File: config.mk
export PLATFORM = sky130hd
export DESIGN_NAME = anabellek_denetleyici
export DESIGN_NICKNAME = d
export VERILOG_FILES = /design/src/rtl/anabellek_denetleyici_pkg.sv /design/src/rtl/anabellek_denetleyici_hakem.sv /design/src/rtl/anabellek_denetleyici.sv
export SDC_FILE = /design/constraint.sdc
export NUM_CORES = 1
export LEC_CHECK = 0
export ABC_AREA = 1
export CAP_MARGIN = 0
export CORE_AREA = 2 2 219 221
export DETAILED_ROUTE_END_ITERATION = 16
export DIE_AREA = 0 0 221 223
export DONT_BUFFER_PORTS = 1
export GPL_ROUTABILITY_DRIVEN = 0
export GPL_TIMING_DRIVEN = 0
export HOLD_SLACK_MARGIN = 0.12
export SLEW_MARGIN = 20
export SYNTH_ARGS = -nofsm -noshare
export SYNTH_HDL_FRONTEND = slang
export SYNTH_SLANG_ARGS = --single-unit
File: constraint.sdc
create_clock -name clk_i -period 4.05 [get_ports clk_i]
set_clock_uncertainty 0.15 [all_clocks]
set_input_delay 0.81 -clock clk_i [delete_from_list [all_inputs] [get_ports clk_i]]
set_output_delay 0.81 -clock clk_i [all_outputs]
set_load 0.005 [all_outputs]
File: src/rtl/anabellek_denetleyici_pkg.sv
// Shared definitions for the main-memory responder: state encoding, requester IDs,
// beat-count derivation and the block-offset width.
package anabellek_paket;

  typedef enum logic [1:0] {
    BOSTA = 2'd0,
    ISTEK = 2'd1,
    BEKLE = 2'd2,
    TAMAM = 2'd3
  } durum_t;

  localparam logic ISTEKCI_GETIR  = 1'b0;
  localparam logic ISTEKCI_BELLEK = 1'b1;

  // Byte-offset bits inside one block; forced to zero when an address is latched.
  localparam int OBEK_OFSET_BIT = 4;

  function automatic int vurus_sayisi(input int obek_bit, input int veri_bit);
    return obek_bit / veri_bit;
  endfunction

endpackage

File: src/rtl/anabellek_denetleyici_hakem.sv
// Two-input arbiter for the fetch and memory-stage requesters.
// ANABELLEK_ADIL_HAKEM_EN selects round-robin; otherwise bellek has fixed priority.
module anabellek_hakem
  import anabellek_paket::*;
(
  input  logic i_clk,
  input  logic i_srst,
  input  logic i_etkin,
  input  logic i_getir_istek,
  input  logic i_bellek_istek,
  output logic o_gecerli,
  output logic o_kimlik
);

  assign o_gecerli = i_etkin & (i_getir_istek | i_bellek_istek);

`ifdef ANABELLEK_ADIL_HAKEM_EN
  logic r_son_verilen;

  // On contention the requester that did not win last time is served.
  always_comb begin
    o_kimlik = ISTEKCI_GETIR;
    if (i_getir_istek && i_bellek_istek) begin
      o_kimlik = ~r_son_verilen;
    end else if (i_bellek_istek) begin
      o_kimlik = ISTEKCI_BELLEK;
    end
  end

  always_ff @(posedge i_clk) begin
    if (i_srst) begin
      r_son_verilen <= ISTEKCI_GETIR;
    end else if (o_gecerli) begin
      r_son_verilen <= o_kimlik;
    end
  end
`else
  logic w_unused_saat;

  assign o_kimlik      = i_bellek_istek ? ISTEKCI_BELLEK : ISTEKCI_GETIR;
  assign w_unused_saat = i_clk ^ i_srst;
`endif

endmodule

File: src/rtl/anabellek_denetleyici.sv
// Main-memory responder: serves 128-bit block reads/writes from fetch and memory stage
// as 32-bit beats on the word bus. Optional round-robin arbitration: ANABELLEK_ADIL_HAKEM_EN.
module anabellek_denetleyici
  import anabellek_paket::*;
#(
  parameter int ADRES_BIT = 32,
  parameter int VERI_BIT  = 32,
  parameter int OBEK_BIT  = 128
) (
  input  logic                 clk_i,
  input  logic                 rst_i,
  input  logic                 getir_istek_i,
  input  logic [ADRES_BIT-1:0] getir_adres_i,
  input  logic                 getir_oku_i,
  input  logic                 getir_yaz_i,
  output logic                 getir_veri_hazir_o,
  output logic [OBEK_BIT-1:0]  getir_obek_o,
  input  logic                 bellek_istek_i,
  input  logic [ADRES_BIT-1:0] bellek_adres_i,
  input  logic                 bellek_yaz_i,
  input  logic [OBEK_BIT-1:0]  bellek_yazilacak_obek_i,
  output logic                 bellek_veri_hazir_o,
  output logic [OBEK_BIT-1:0]  bellek_obek_o,
  output logic                 anabellek_musait_o,
  output logic                 ab_gecerli_o,
  input  logic                 ab_hazir_i,
  output logic                 ab_yaz_o,
  output logic [ADRES_BIT-1:0] ab_adres_o,
  output logic [VERI_BIT-1:0]  ab_yaz_veri_o,
  input  logic                 ab_oku_gecerli_i,
  input  logic [VERI_BIT-1:0]  ab_oku_veri_i
);

  localparam int VURUS       = vurus_sayisi(OBEK_BIT, VERI_BIT);
  localparam int VURUS_BIT   = (VURUS > 1) ? $clog2(VURUS) : 1;
  localparam int BAYT_KAYDIR = $clog2(VERI_BIT / 8);
  localparam logic [VURUS_BIT-1:0] SON_VURUS = VURUS_BIT'(VURUS - 1);

  durum_t                 r_durum;
  durum_t                 w_durum_next;
  logic [VURUS_BIT-1:0]   r_vurus;
  logic                   r_kimlik;
  logic [ADRES_BIT-1:0]   r_adres;
  logic                   r_yaz;
  logic [OBEK_BIT-1:0]    r_yaz_obek;
  logic [OBEK_BIT-1:0]    r_obek;

  logic                   w_hakem_gecerli;
  logic                   w_hakem_kimlik;
  logic                   w_son_vurus;
  logic [ADRES_BIT-1:0]   w_secili_adres;
  logic                   w_unused_girisler;

  anabellek_hakem u_hakem (
    .i_clk          (clk_i),
    .i_srst         (rst_i),
    .i_etkin        (r_durum == BOSTA),
    .i_getir_istek  (getir_istek_i),
    .i_bellek_istek (bellek_istek_i),
    .o_gecerli      (w_hakem_gecerli),
    .o_kimlik       (w_hakem_kimlik)
  );

  assign w_son_vurus    = (r_vurus == SON_VURUS);
  assign w_secili_adres = (w_hakem_kimlik == ISTEKCI_BELLEK) ? bellek_adres_i : getir_adres_i;

  // The fetch port is read-only and block offsets are discarded on latch.
  assign w_unused_girisler = ^{getir_oku_i, getir_yaz_i, w_secili_adres[OBEK_OFSET_BIT-1:0]};

  assign getir_obek_o  = r_obek;
  assign bellek_obek_o = r_obek;

  always_ff @(posedge clk_i) begin
    if (rst_i) begin
      r_durum <= BOSTA;
    end else begin
      r_durum <= w_durum_next;
    end
  end

  always_comb begin
    w_durum_next        = r_durum;
    anabellek_musait_o  = 1'b0;
    ab_gecerli_o        = 1'b0;
    ab_yaz_o            = 1'b0;
    ab_adres_o          = '0;
    ab_yaz_veri_o       = '0;
    getir_veri_hazir_o  = 1'b0;
    bellek_veri_hazir_o = 1'b0;
    unique case (r_durum)
      BOSTA: begin
        anabellek_musait_o = 1'b1;
        if (w_hakem_gecerli) begin
          w_durum_next = ISTEK;
        end
      end
      ISTEK: begin
        ab_gecerli_o = 1'b1;
        ab_yaz_o     = r_yaz;
        ab_adres_o   = r_adres | (ADRES_BIT'(r_vurus) << BAYT_KAYDIR);
        if (r_yaz) begin
          ab_yaz_veri_o = r_yaz_obek[r_vurus*VERI_BIT +: VERI_BIT];
        end
        if (ab_hazir_i) begin
          if (!r_yaz) begin
            w_durum_next = BEKLE;
          end else if (w_son_vurus) begin
            w_durum_next = TAMAM;
          end
        end
      end
      BEKLE: begin
        if (ab_oku_gecerli_i) begin
          w_durum_next = w_son_vurus ? TAMAM : ISTEK;
        end
      end
      TAMAM: begin
        getir_veri_hazir_o  = (r_kimlik == ISTEKCI_GETIR);
        bellek_veri_hazir_o = (r_kimlik == ISTEKCI_BELLEK);
        w_durum_next        = BOSTA;
      end
      default: w_durum_next = BOSTA;
    endcase
  end

  // Request fields are captured once at grant so requesters may change or drop them later.
  always_ff @(posedge clk_i) begin
    if (rst_i) begin
      r_vurus    <= '0;
      r_kimlik   <= ISTEKCI_GETIR;
      r_adres    <= '0;
      r_yaz      <= 1'b0;
      r_yaz_obek <= '0;
      r_obek     <= '0;
    end else begin
      unique case (r_durum)
        BOSTA: begin
          if (w_hakem_gecerli) begin
            r_kimlik   <= w_hakem_kimlik;
            r_adres    <= {w_secili_adres[ADRES_BIT-1:OBEK_OFSET_BIT], {OBEK_OFSET_BIT{1'b0}}};
            r_yaz      <= (w_hakem_kimlik == ISTEKCI_BELLEK) & bellek_yaz_i;
            r_yaz_obek <= bellek_yazilacak_obek_i;
            r_vurus    <= '0;
          end
        end
        ISTEK: begin
          if (ab_hazir_i && r_yaz && !w_son_vurus) begin
            r_vurus <= r_vurus + 1'b1;
          end
        end
        BEKLE: begin
          if (ab_oku_gecerli_i) begin
            r_obek[r_vurus*VERI_BIT +: VERI_BIT] <= ab_oku_veri_i;
            if (!w_son_vurus) begin
              r_vurus <= r_vurus + 1'b1;
            end
          end
        end
        TAMAM: begin
          r_vurus <= '0;
        end
        default: r_vurus <= '0;
      endcase
    end
  end

endmodule

-- Word-level counts from Yosys, hierarchy flattened
Cells that the tools add are included.
- register bits after elaboration: 290
- bits in latches: 0
- bits in writable memories: 0
- memory bits (read-only): 0
- bits of input ports: 233
- memories: 0
- add/sub/neg operators: 2
- $mul: 0
- divide/modulo/power cells: 0
- $lt $le $gt $ge: 0
- equality and inequality tests: 10
- shift operators: 3
- muxes and demuxes: 23
- bitwise logic cells: 5
- reduce and logical (&&, ||, !) cells: 8
- operators by type and width (operator ; count):
    $bwmux W128 ; 1
    $mux W32 ; 4
    $shift A32 B34 Y128 const A ; 1
    $shiftx A128 B8 Y32 ; 1
    $shiftx A32 B34 Y128 ; 1
    $neg A7 Y34 ; 1
    $or A32 B4 Y32 ; 1
    $mux W2 ; 10
    $pmux W2 S4 ; 2
    $ne A2 B2 Y1 const B ; 5
    $reduce_and A4 Y1 ; 2
    $eq A2 B2 Y1 const B ; 3
    $mux W1 ; 6
    $reduce_and A2 Y1 ; 2
    $ne A3 B3 Y1 const B ; 1
    $add A2 B1 Y2 const B ; 1
    $and A1 B1 Y1 ; 2
    $eq A2 B1 Y1 const B ; 1
    $logic_and A1 B1 Y1 ; 2
    $logic_not A2 Y1 ; 1
    $logic_not A1 Y1 ; 1
    $not A1 Y1 ; 1
    $or A1 B1 Y1 ; 1

-- Logic depth before layout (Yosys ltp)
- depth in word-level cells: 5
- gate-level depth with buffers: 13

-- Hierarchy
From an unflattened synthesis, not the netlist that was laid out.
- cell total of the unflattened synthesis: 1921
- area total of the unflattened synthesis: 13330.3 µm²
- modules (own cells, without submodules) (module ; times used ; cells each ; area an instance (µm²)):
    anabellek_denetleyici ; 1 ; 1917 ; 13311.5
    anabellek_hakem ; 1 ; 4 ; 18.8

-- Worst setup path before layout
No wires, ideal clock.
- kind: reg2out
- start: register r_durum[1]
- end: output port ab_adres_o[3]
- arrival: 1199 ps
- data required time: 3090 ps
- setup slack: 1891 ps
- stages on the path, launching flop included: 7
- cell sequence: dfxtp_1 -> inv_1 -> ha_1 -> clkbuf_1 -> clkbuf_1 -> nand2_1 -> inv_1
- longest elaborated chain between the ends: 2
- RTL lines (what ; RTL line ; RTL):
    start: declaration ; anabellek_denetleyici.sv:39 ; durum_t r_durum;
    start signal: assignment ; anabellek_denetleyici.sv:77 ; r_durum <= w_durum_next;
    $eq A2 B1 Y1 ; anabellek_denetleyici.sv:90 ; unique case (r_durum)
    $mux W32 ; anabellek_denetleyici.sv:90 ;
    end: declaration ; anabellek_denetleyici.sv:28 ; output logic [ADRES_BIT-1:0] ab_adres_o,
Every way passes these cells.

-- Final worst setup path
- start: register r_vurus[0]
- end: output port ab_yaz_veri_o[23]
- longest elaborated chain between the ends: 3
- RTL lines (what ; RTL line ; RTL):
    start: declaration ; anabellek_denetleyici.sv:41 ; logic [VURUS_BIT-1:0] r_vurus;
    start signal: assignment ; anabellek_denetleyici.sv:148 ; r_vurus <= r_vurus + 1'b1;
    start signal: assignment ; anabellek_denetleyici.sv:155 ; r_vurus <= r_vurus + 1'b1;
    $shiftx A128 B8 Y32 ; anabellek_denetleyici.sv:102 ; ab_yaz_veri_o = r_yaz_obek[r_vurus*VERI_BIT +: VERI_BIT];
    $mux W32 ; anabellek_denetleyici.sv:101 ; if (r_yaz) begin
    $mux W32 ; anabellek_denetleyici.sv:90 ;
    end: declaration ; anabellek_denetleyici.sv:29 ; output logic [VERI_BIT-1:0] ab_yaz_veri_o,
Every way passes these cells.

==> flow_summary.toml <==
[status]
status = "complete, no violations"

[critical_path]
crit_fanout = 11
reg2reg_from = "r_vurus[1]$_SDFFE_PP0P_"
path_class = "reg -> out"
r2r-end = "bellek_obek_o[13]$_SDFFE_PP0P_"
cp-start-kind = "flip-flop"
cpLargestDelayFamily = "buffers and inverters"
crit_buf_inv = 3
cp-end-kind = "output port"
max_stage_delay_ps = 350
cp_cell_sequence = "buf_2 > buf_2 > buf_2 > nor2_1 > nor2_1 > o21ai_0 > a21oi_1"
rr_worst_depth = 11
worst_path_most_repeated_cell = "buf_2"
cp.required_ps = 3090
arrival_ps = 2590
r2r_slack_ps = 950
slowest_stage = "dfxtp_1"

[route]
drtAntennaViolNets = 0
wl_mm = 54.2
dr.pass1.iters = 5
drcViolationCount = 0
via_per_inst = 4.85
avgRoutedWirePerCell_um = 21.2
first_iter_violations = 942
vias = 12400

[yosys]
synthSimpleGateAreaFrac = 0.233
netlist_instances = 1871
synthAdderAreaFrac = 0.00955
avgSynthCellArea_um2 = 7.00
synthTopCellsByArea = "dfxtp_1, nor2_1, nand2_1"
synth_cell_types = 27
synth_top_family_by_area = "simple AND/OR/NAND/NOR gates"
synth_top_cell_area_share = 0.443
yosys.area.top_type = "dfxtp_1"
synth_mux_area_frac = 0
synthXorXnorAreaFrac = 0
ys_ff_latch = 290
mappedNetlistArea_um2 = 13100
synth_compound_area_frac = 0.167
synth_seq_area_share = 0.443
ys_warn_count = 0

[power]
sw_frac_of_total = 0.382
cellInternalPower_uw = 6180
combPwrFrac = 0.304
p_leak_uw = 0.00649
peakVddDrop_mv = 0.340
p_sw_uw = 3820
power_density_nw_per_um2 = 664
power.share.sequential = 0.373
pwr-share-clk = 0.323

[timing]
tns_ps = 0
max_freq_mhz = 281
hold_viol = 0
rsz0062_at_grt = "no"
worstMarginPinSlew_ps = 856
max-slew-margin-rel = 0.429
setup_violations = 0
finalCritPeriodShare = 0.878
slew_viol_final = 0
layout_min_cycle_time_ps = 3550

[clock_tree]
hold_buffers = 0
cts.htree.levels = 2
cts_buffers = 35
postCtsSetupBuffers = 0
clk_pin_slew_ps = 60
cts.sinks = 290
cts-resized-gates = 0
cts_tree = "done"
cts-root-buf = "clkbuf_16"
cts_buffer_depth = 3
clk_latency_ps = 550

[floorplanning]
num_rows = 80
die_w_um = 221
coreArea_um2 = 47100
die-area_um2 = 49300
die_h_um = 223
ioPinCount = 558
start_util = 0.278

[grt]
grt_max_degree = 14
grt_overflow = 0
antenna_found_initial = 6
track_usage = 0.209
grt_pass1_wl_mm = 77.1
grt_pass1_vias = 11700

[finish]
seq_area_um2 = 5810
final_core_util = 0.319
area_growth_pct = 14.9
nets = 2152
drive_gt1_frac = 0.134
multiInputGateArea_um2 = 5370
fillers = 5137

[min_path]
min_to = "r_yaz_obek[93]$_SDFFE_PP0P_"
worstHoldPathType = "in -> reg"
holdPathStages = 2
hp-start = "bellek_yazilacak_obek_i[93]"

[job]
drv_cap = 0

[placement]
post-dp-hpwl_mm = 43.5
port-buffer-count = 0
==> metrics by stage <==
step / cells / hold slack [ps] / power (uW) / worst slack, ps / area (um2)
3_5_place_dp: 2487 / 330 / 6840 / 934 / 13900
4_1_cts: 2551 / 212 / 10100 / 423 / 15000
3_3_place_gp: 2487 / 316 / 6780 / 1010 / 13900
2_1_floorplan: 1872 / 304 / 5710 / 1890 / 13100
5_1_grt: 2554 / 232 / 10600 / 356 / 15100
6_report: 2555 / 236 / 10000 / 495 / 15100
==> layout by cell type (no fill, tap or decap), drive strengths merged, types with 3 or more instances in the layout <==
cell type,Yosys,routed
inv,95,98
ha,10,10
nor3,3,3
a31oi,28,28
nand3,10,10
a21oi,145,145
nand2,371,371
clkinv,1,12
o21ai,226,226
nor2,410,410
dfxtp,290,290
o211ai,11,11
a22oi,9,9
bufinv,0,3
buf,191,191
diode,0,4
clkbuf,67,112
==> power groups by stage <==
stage | clock network (uW) | logic (uW) | registers, uW
2_1_floorplan | 0 | 2030 | 3680
3_3_place_gp | 0 | 3020 | 3770
3_5_place_dp | 0 | 3060 | 3780
4_1_cts | 3280 | 3080 | 3730
5_1_grt | 3400 | 3420 | 3800
6_report | 3230 | 3040 | 3730
==> kinds of logic (layout without fill, tap and decap cells) <==
kind of cell             count (synthesis)  in the layout
adder cells (fa/ha/maj)                 10             10
AO/OA/AOI/OAI                          420            420
buffers and inverters                  354            418
flip-flops                             290            290
AND/OR/NAND/NOR                        796            796
other                                    1              6
==> registers in the layout, indices dropped and copies added, names as in the netlist <==
name           cells
r_kimlik           1
r_yaz              1
r_vurus            2
bellek_obek_o    128
r_yaz_obek       128
r_durum            2
r_adres           28
==> synth_stat cells (all sizes together) <==
library cell	number
nand3	10
nor3	3
nor2	410
clkbuf	67
conb	1
a22oi	9
buf	191
ha	10
and2	1
o21bai	1
nand2	371
o21ai	226
inv	95
clkinv	1
dfxtp	290
o211ai	11
a31oi	28
nor3b	1
a21oi	145
==> layer usage <==
metal / up-vias / global-route usage / wire [um]
met5: - / 0 / 26
met4: 4 / 0.121 / 3150
met3: 132 / 0.0707 / 4920
met2: 580 / 0.353 / 25800
met1: 5766 / 0.229 / 20300
li1: 5915 / - / -
==> how the worst max path moves through the flow <==
stage	cells after the start	slack, ps	start	to
2_1_floorplan	6	1890	r_durum[1]$_SDFFE_PP0P_	ab_adres_o[3]
3_3_place_gp	11	1010	r_vurus[1]$_SDFFE_PP0P_	bellek_obek_o[13]$_SDFFE_PP0P_
3_5_place_dp	11	930	r_vurus[1]$_SDFFE_PP0P_	bellek_obek_o[13]$_SDFFE_PP0P_
4_1_cts	7	420	r_vurus[0]$_SDFFE_PP0P_	ab_yaz_veri_o[23]
5_1_grt	7	360	r_vurus[0]$_SDFFE_PP0P_	ab_yaz_veri_o[23]
6_report	7	500	r_vurus[0]$_SDFFE_PP0P_	ab_yaz_veri_o[23]
==> final cells by class <==
cell class	count	area share
flip-flops and latches	290	0.386
multi-input cells	1228	0.357
diodes	4	0.000665
clock inverters	19	0.0129
clock buffers	45	0.0647
plain buffers	258	0.104
well taps	615	0.0511
inverters	96	0.0239
==> worst register-to-register path, cell delays in order (launching register included) <==
cell     delay (ps)
dfxtp_1         320
buf_2           230
inv_1           220
buf_1           550
ha_1            360
inv_2            80
nor2_4          220
inv_2           120
nor2_1          130
buf_2           280
nand2_1         180
a21oi_1         180
(Power assumes the default switching activity.)
